<file path="src/rtl/mem_pkg.sv">
// Shared types and helpers for the MEM-stage data cache access controller.
package mem_pkg;

  // Sequencing states for one load/store.
  typedef enum logic [1:0] {
    IDLE = 2'd0,
    REQ  = 2'd1,
    WAIT = 2'd2,
    DONE = 2'd3
  } mem_state_t;

  // RV32I load/store funct3 encodings.
  localparam logic [2:0] F3_B  = 3'b000;
  localparam logic [2:0] F3_H  = 3'b001;
  localparam logic [2:0] F3_W  = 3'b010;
  localparam logic [2:0] F3_BU = 3'b100;
  localparam logic [2:0] F3_HU = 3'b101;

  // Access width after decoding funct3.
  typedef enum logic [1:0] {
    SZ_BYTE = 2'd0,
    SZ_HALF = 2'd1,
    SZ_WORD = 2'd2
  } acc_size_t;

  // Any encoding that is not a byte or halfword access is handled as a word.
  function automatic acc_size_t f3_size(input logic [2:0] f3);
    case (f3)
      F3_B, F3_BU: return SZ_BYTE;
      F3_H, F3_HU: return SZ_HALF;
      default:     return SZ_WORD;
    endcase
  endfunction

  // Natural alignment check on the low address bits.
  function automatic logic is_aligned(input acc_size_t sz, input logic [1:0] addr_lo);
    case (sz)
      SZ_BYTE: return 1'b1;
      SZ_HALF: return ~addr_lo[0];
      default: return (addr_lo == 2'b00);
    endcase
  endfunction

endpackage

</file>
<file path="src/rtl/mem_lane_align.sv">
// Purely combinational byte-lane steering: store byte enables and data
// shifting, plus selection and sign/zero extension of load data.
module mem_lane_align
  import mem_pkg::*;
(
  input  logic [2:0]  funct3_i,
  input  logic [1:0]  addr_lo_i,
  input  logic [31:0] store_data_i,
  input  logic [31:0] load_word_i,
  output logic [3:0]  be_o,
  output logic [31:0] wdata_o,
  output logic [31:0] load_ext_o
);

  logic [4:0]  lane_shift;
  logic [7:0]  byte_lane;
  logic [15:0] half_lane;

  assign lane_shift = {addr_lo_i, 3'b000};

  // Store path: enables and data moved onto the addressed lanes, unused lanes zero.
  always_comb begin
    // NOTE: every output of a combinational block gets a default first so no path leaves it unassigned and infers a latch.
    be_o    = 4'b0000;
    wdata_o = 32'h0000_0000;
    case (f3_size(funct3_i))
      SZ_BYTE: begin
        be_o    = 4'b0001 << addr_lo_i;
        wdata_o = {24'h00_0000, store_data_i[7:0]} << lane_shift;
      end
      SZ_HALF: begin
        be_o    = 4'b0011 << addr_lo_i;
        wdata_o = {16'h0000, store_data_i[15:0]} << lane_shift;
      end
      default: begin
        be_o    = 4'b1111;
        wdata_o = store_data_i;
      end
    endcase
  end

  // Load path: pick the addressed byte/half and extend it per funct3.
  always_comb begin
    byte_lane  = load_word_i[7:0];
    half_lane  = addr_lo_i[1] ? load_word_i[31:16] : load_word_i[15:0];
    load_ext_o = load_word_i;
    case (addr_lo_i)
      2'd0:    byte_lane = load_word_i[7:0];
      2'd1:    byte_lane = load_word_i[15:8];
      2'd2:    byte_lane = load_word_i[23:16];
      default: byte_lane = load_word_i[31:24];
    endcase
    case (funct3_i)
      F3_B:    load_ext_o = {{24{byte_lane[7]}}, byte_lane};
      F3_BU:   load_ext_o = {24'h00_0000, byte_lane};
      F3_H:    load_ext_o = {{16{half_lane[15]}}, half_lane};
      F3_HU:   load_ext_o = {16'h0000, half_lane};
      default: load_ext_o = load_word_i;
    endcase
  end

endmodule

</file>
<file path="src/rtl/mem_access_ctrl.sv">
// MEM-stage load/store sequencer for the pipelined RV32I core. Issues one
// valid/ready request per memory instruction, waits for the cache response,
// stalls the pipeline until the access completes and flags misaligned
// accesses and response timeouts.
module mem_access_ctrl
  import mem_pkg::*;
#(
  parameter int unsigned DATA_WIDTH     = 32,
  parameter int unsigned TIMEOUT_CYCLES = 255
) (
  input  logic                  clk,
  input  logic                  rst,
  input  logic                  MemReadM,
  input  logic                  MemWriteM,
  input  logic [2:0]            funct3M,
  input  logic [DATA_WIDTH-1:0] ALUResultM,
  input  logic [DATA_WIDTH-1:0] WriteDataM,
  output logic                  dreq_valid,
  input  logic                  dreq_ready,
  output logic                  dreq_we,
  output logic [DATA_WIDTH-1:0] dreq_addr,
  output logic [3:0]            dreq_be,
  output logic [DATA_WIDTH-1:0] dreq_wdata,
  input  logic                  dresp_valid,
  input  logic [DATA_WIDTH-1:0] dresp_data,
  output logic [DATA_WIDTH-1:0] ReadData,
  output logic                  StallMem,
  output logic                  MisalignM,
  output logic                  BusErrM
);

  // Counter value on the last WAIT cycle allowed before declaring a bus error.
  localparam logic [7:0] TO_LAST = 8'(TIMEOUT_CYCLES - 1);

  mem_state_t            state_q, state_d;
  logic [7:0]            cnt_q, cnt_d;
  logic [DATA_WIDTH-1:0] rdata_q, rdata_d;
  logic                  mis_q, mis_d;
  logic                  berr_q, berr_d;

  logic                  op;
  logic                  aligned;
  logic [DATA_WIDTH-1:0] load_ext;

  assign op      = MemReadM | MemWriteM;
  assign aligned = is_aligned(f3_size(funct3M), ALUResultM[1:0]);

  mem_lane_align u_lane_align (
    .funct3_i     (funct3M),
    .addr_lo_i    (ALUResultM[1:0]),
    .store_data_i (WriteDataM),
    .load_word_i  (dresp_data),
    .be_o         (dreq_be),
    .wdata_o      (dreq_wdata),
    .load_ext_o   (load_ext)
  );

  // Request fields follow the M-stage inputs, which are frozen while stalled.
  assign dreq_valid = (state_q == REQ);
  assign dreq_we    = MemWriteM;
  assign dreq_addr  = {ALUResultM[DATA_WIDTH-1:2], 2'b00};

  // The instruction is released into MEM/WB only in DONE.
  assign StallMem  = op & (state_q != DONE);
  assign ReadData  = rdata_q;
  assign MisalignM = mis_q;
  assign BusErrM   = berr_q;

  // Next-state, timeout counter, result capture and event pulses.
  always_comb begin
    state_d = state_q;
    cnt_d   = cnt_q;
    rdata_d = rdata_q;
    mis_d   = 1'b0;
    berr_d  = 1'b0;
    case (state_q)
      IDLE: begin
        if (op) begin
          if (aligned) begin
            state_d = REQ;
          end else begin
            // Misaligned: no request goes out, the instruction retires with 0.
            state_d = DONE;
            mis_d   = 1'b1;
            rdata_d = '0;
          end
        end
      end
      REQ: begin
        if (dreq_ready) begin
          state_d = WAIT;
          cnt_d   = 8'd0;
        end
      end
      WAIT: begin
        if (dresp_valid) begin
          state_d = DONE;
          rdata_d = MemWriteM ? '0 : load_ext;
        end else if (cnt_q == TO_LAST) begin
          state_d = DONE;
          berr_d  = 1'b1;
          rdata_d = '0;
        end else begin
          cnt_d = cnt_q + 8'd1;
        end
      end
      DONE: begin
        state_d = IDLE;
      end
      default: begin
        state_d = IDLE;
      end
    endcase
  end

  // State and result registers with synchronous reset.
  always_ff @(posedge clk) begin
    // NOTE: sequential state uses non-blocking assignments so every register samples pre-edge values regardless of statement order.
    if (rst) begin
      state_q <= IDLE;
      cnt_q   <= 8'd0;
      rdata_q <= '0;
      mis_q   <= 1'b0;
      berr_q  <= 1'b0;
    end else begin
      state_q <= state_d;
      cnt_q   <= cnt_d;
      rdata_q <= rdata_d;
      mis_q   <= mis_d;
      berr_q  <= berr_d;
    end
  end

endmodule

</file>
<file path="config.mk">
export PLATFORM = sky130hd
export DESIGN_NAME = mem_access_ctrl
export DESIGN_NICKNAME = d
export VERILOG_FILES = /design/src/rtl/mem_pkg.sv /design/src/rtl/mem_lane_align.sv /design/src/rtl/mem_access_ctrl.sv
export SDC_FILE = /design/constraint.sdc
export NUM_CORES = 1
export LEC_CHECK = 0
export CAP_MARGIN = 10
export CORE_ASPECT_RATIO = 1.25
export CORE_UTILIZATION = 38
export DETAILED_ROUTE_END_ITERATION = 6
export GPL_TIMING_DRIVEN = 0
export PLACE_DENSITY_LB_ADDON = 0.25
export SYNTH_ARGS = -nofsm -noshare
export SYNTH_HDL_FRONTEND = slang
export SYNTH_SLANG_ARGS = --single-unit
export TNS_END_PERCENT = 50
</file>
<file path="constraint.sdc">
create_clock -name clk -period 2.4 [get_ports clk]
set_input_delay 0.48 -clock clk [delete_from_list [all_inputs] [get_ports clk]]
set_output_delay 0.48 -clock clk [all_outputs]
set_load 0.05 [all_outputs]
</file>
==> out/summary.txt <==
Core area = 0.008748 mm^2
Cell Pwr Density = 530.9 mW/mm^2
Seq/Total Area, Yosys = 0.2565
Clock skew = 0.01820 ns
FF-to-FF Start = state_q[0]
Final worst slack = 0.04551 ns
Nets@finish = 739
Initial antenna violation count = 0
Synth unique cells = 57
Leakage = 0.002124 uW
Number of global-route vias before repair = 4042
First-pass GRT wire length = 19570 um
Final design utilization = 0.6404
Commonest non-fill, non-tap cells in the layout = clkdlybuf4s50_1, buf_4, nand2_1
RSZ-0062 raised after global routing = yes
MaxCap Viol Count = 0
Worst Setup SP = MemWriteM
Hold Slack = 0.4794 ns
Fin crit share = 0.9810
Syn Inst Count = 443
Reg2reg path depth = 7
Peak Freq = 424.7 MHz
WL final = 13000 um
Final Hold Fails = 0
Clk_lat worst skew = 0.32 ns
Peak supply drop = 423.0 uV
TritonRoute pass-1 iters = 4
Fillcell total = 827
Gpl congestion = 0.9024
Mapped cell area = 0.003435 mm^2
Buffers from clock root to sink, at most = 2
Critical Path AT = 1.87 ns
GRT Total Usage = 0.2678
CP endpoint kind = output port
Die Ht = 108.3 um
Number of vias per cell = 5.537
Post-DP HPWL = 10140 um
TritonCTS clock tree = done
Crit-path max FO = 3
Via count = 4142
Main synth FF type = dfxtp_1
Flop-to-flop setup slack = 0.34 ns
Clk slew on worst S/H paths = 0.09 ns
Antenna cells = 0
DRT iter0 DRCs = 160
Setup WS pre-CTS = -1.326 ns
HP Class = reg -> reg
Root buf cell = clkbuf_8
Post-synth EDFFs = 0
Layout cells sized above 1 = 0.2611
Async set or reset register ratio after synthesis = 0
Std-Cell Rows = 38
H-tree levels = 2
Minimum clock period = 2.354 ns
Hold Path Stages = 2
Clock sinks = 44
Drt drc = 0
Reg area = 880.8 um^2
Synthesized flop and latch total = 44
DRT antenna net count = 0
Hold EP = ReadData[4]
Slew HR = 0.6039
Commonest non-fill, non-tap cell in the layout = clkdlybuf4s50_1
Initial Util = 0.3926
CTS Buf Count = 5
Outcome = completed
Startpoint types = primary input
Largest net degree at the start of global routing = 20
DP Area = 0.005400 mm^2
Die area = 0.009425 mm^2
Least-Margin Pin Slew = 0.5893 ns
Syn Area/Cell = 7.753 um^2
Design area = 0.005603 mm^2
Number of buffers added on ports = 174
Routed len/inst = 17.38 um
Setup violators final = 0
Critical Path RT = 1.92 ns
Overflow after GRT = 0
Reg-to-reg endpoint = ReadData[12]
CP Class = in -> out
Tot Pwr = 2975 uW
Yosys warnings = 0
Multi-input gate area = 0.002223 mm^2
Area Overhead vs Synth = 63.13%
Hold_sp = ReadData[4]
Io pins = 210
Die W = 87.04 um
Fin. max-slew vios = 0
sequential cells by signal, summed over array words and instances, names as in the netlist:
register,flops
BusErrM,1
MisalignM,1
ReadData,32
cnt_q,8
state_q,2
critical path: stages:
cell and delay [ns]:
clkdlybuf4s50_1 0.50, buf_4 0.11, clkdlybuf4s50_1 0.79
routing by layer:
metal | vias to the layer above | share of wire | GRT usage
met5 | - | 0 | 0
met1 | 1933 | 0.37 | 0.2935
met2 | 207 | 0.50 | 0.4753
met4 | 0 | 0.041 | 0.1488
li1 | 1958 | - | -
met3 | 44 | 0.086 | 0.05649
kinds of logic after synthesis:
group	synth area share
other cells	0.001092
buf+inv	0.1399
mux	0.01858
flops	0.2565
simple gates	0.2197
compound gates	0.3235
xor+xnor	0.01530
fa+ha+maj	0.02550
final cells by class:
class | count | share of cell area
multi-input cells | 317 | 0.3968
repair buffers | 179 | 0.3048
flip-flops and latches | 44 | 0.1572
plain buffers | 66 | 0.08776
well taps | 120 | 0.02680
clock buffers | 6 | 0.01474
inverters | 14 | 0.01005
clock inverters | 2 | 0.001787
how the worst max path moves through the flow:
stage	to	slack [ns]	cells past startpoint
after floorplan	dreq_wdata[0]	-0.31	4
after global placement	dreq_wdata[14]	-1.32	7
after detailed placement	dreq_wdata[14]	-1.33	7
after CTS	dreq_wdata[15]	-0.03	6
after global routing	dreq_wdata[15]	-0.02	5
final	dreq_we	0.05	3
where the power goes:
part | switching, uW | internal (uW)
Combinational | 1090 | 598
Sequential | 31.6 | 764
Clock | 266 | 230
Total | 1380 | 1590
synth_stat cells, drive strengths merged, types with 6 or more instances:
cell | count | area share
nand2 | 47 | 0.051
inv | 14 | 0.015
o21ai | 54 | 0.079
xnor2 | 6 | 0.015
and2 | 10 | 0.019
nor3b | 16 | 0.045
nor2 | 18 | 0.020
a31o | 17 | 0.043
a221oi | 6 | 0.015
a22oi | 20 | 0.044
a21oi | 27 | 0.039
ha | 7 | 0.025
nand3 | 18 | 0.030
nor2b | 6 | 0.011
clkbuf | 20 | 0.022
dfxtp | 44 | 0.26
buf | 49 | 0.10
per-stage QoR:
stage,cells,setup TNS [ns]
floorplan,444,-3.040
global placement,738,-38.16
detailed placement,738,-39.26
CTS,747,-0.06333
global route,748,-0.01783
finish,748,0
repair_timing:
item                       4_1_cts  5_1_grt
setup buffers                    4        1
hold buffers                     0        0
resized for setup              260        5
pin swaps                        2        2
setup endpoints to repair       37       31
No activity file was read; power rests on OpenSTA's default activity.
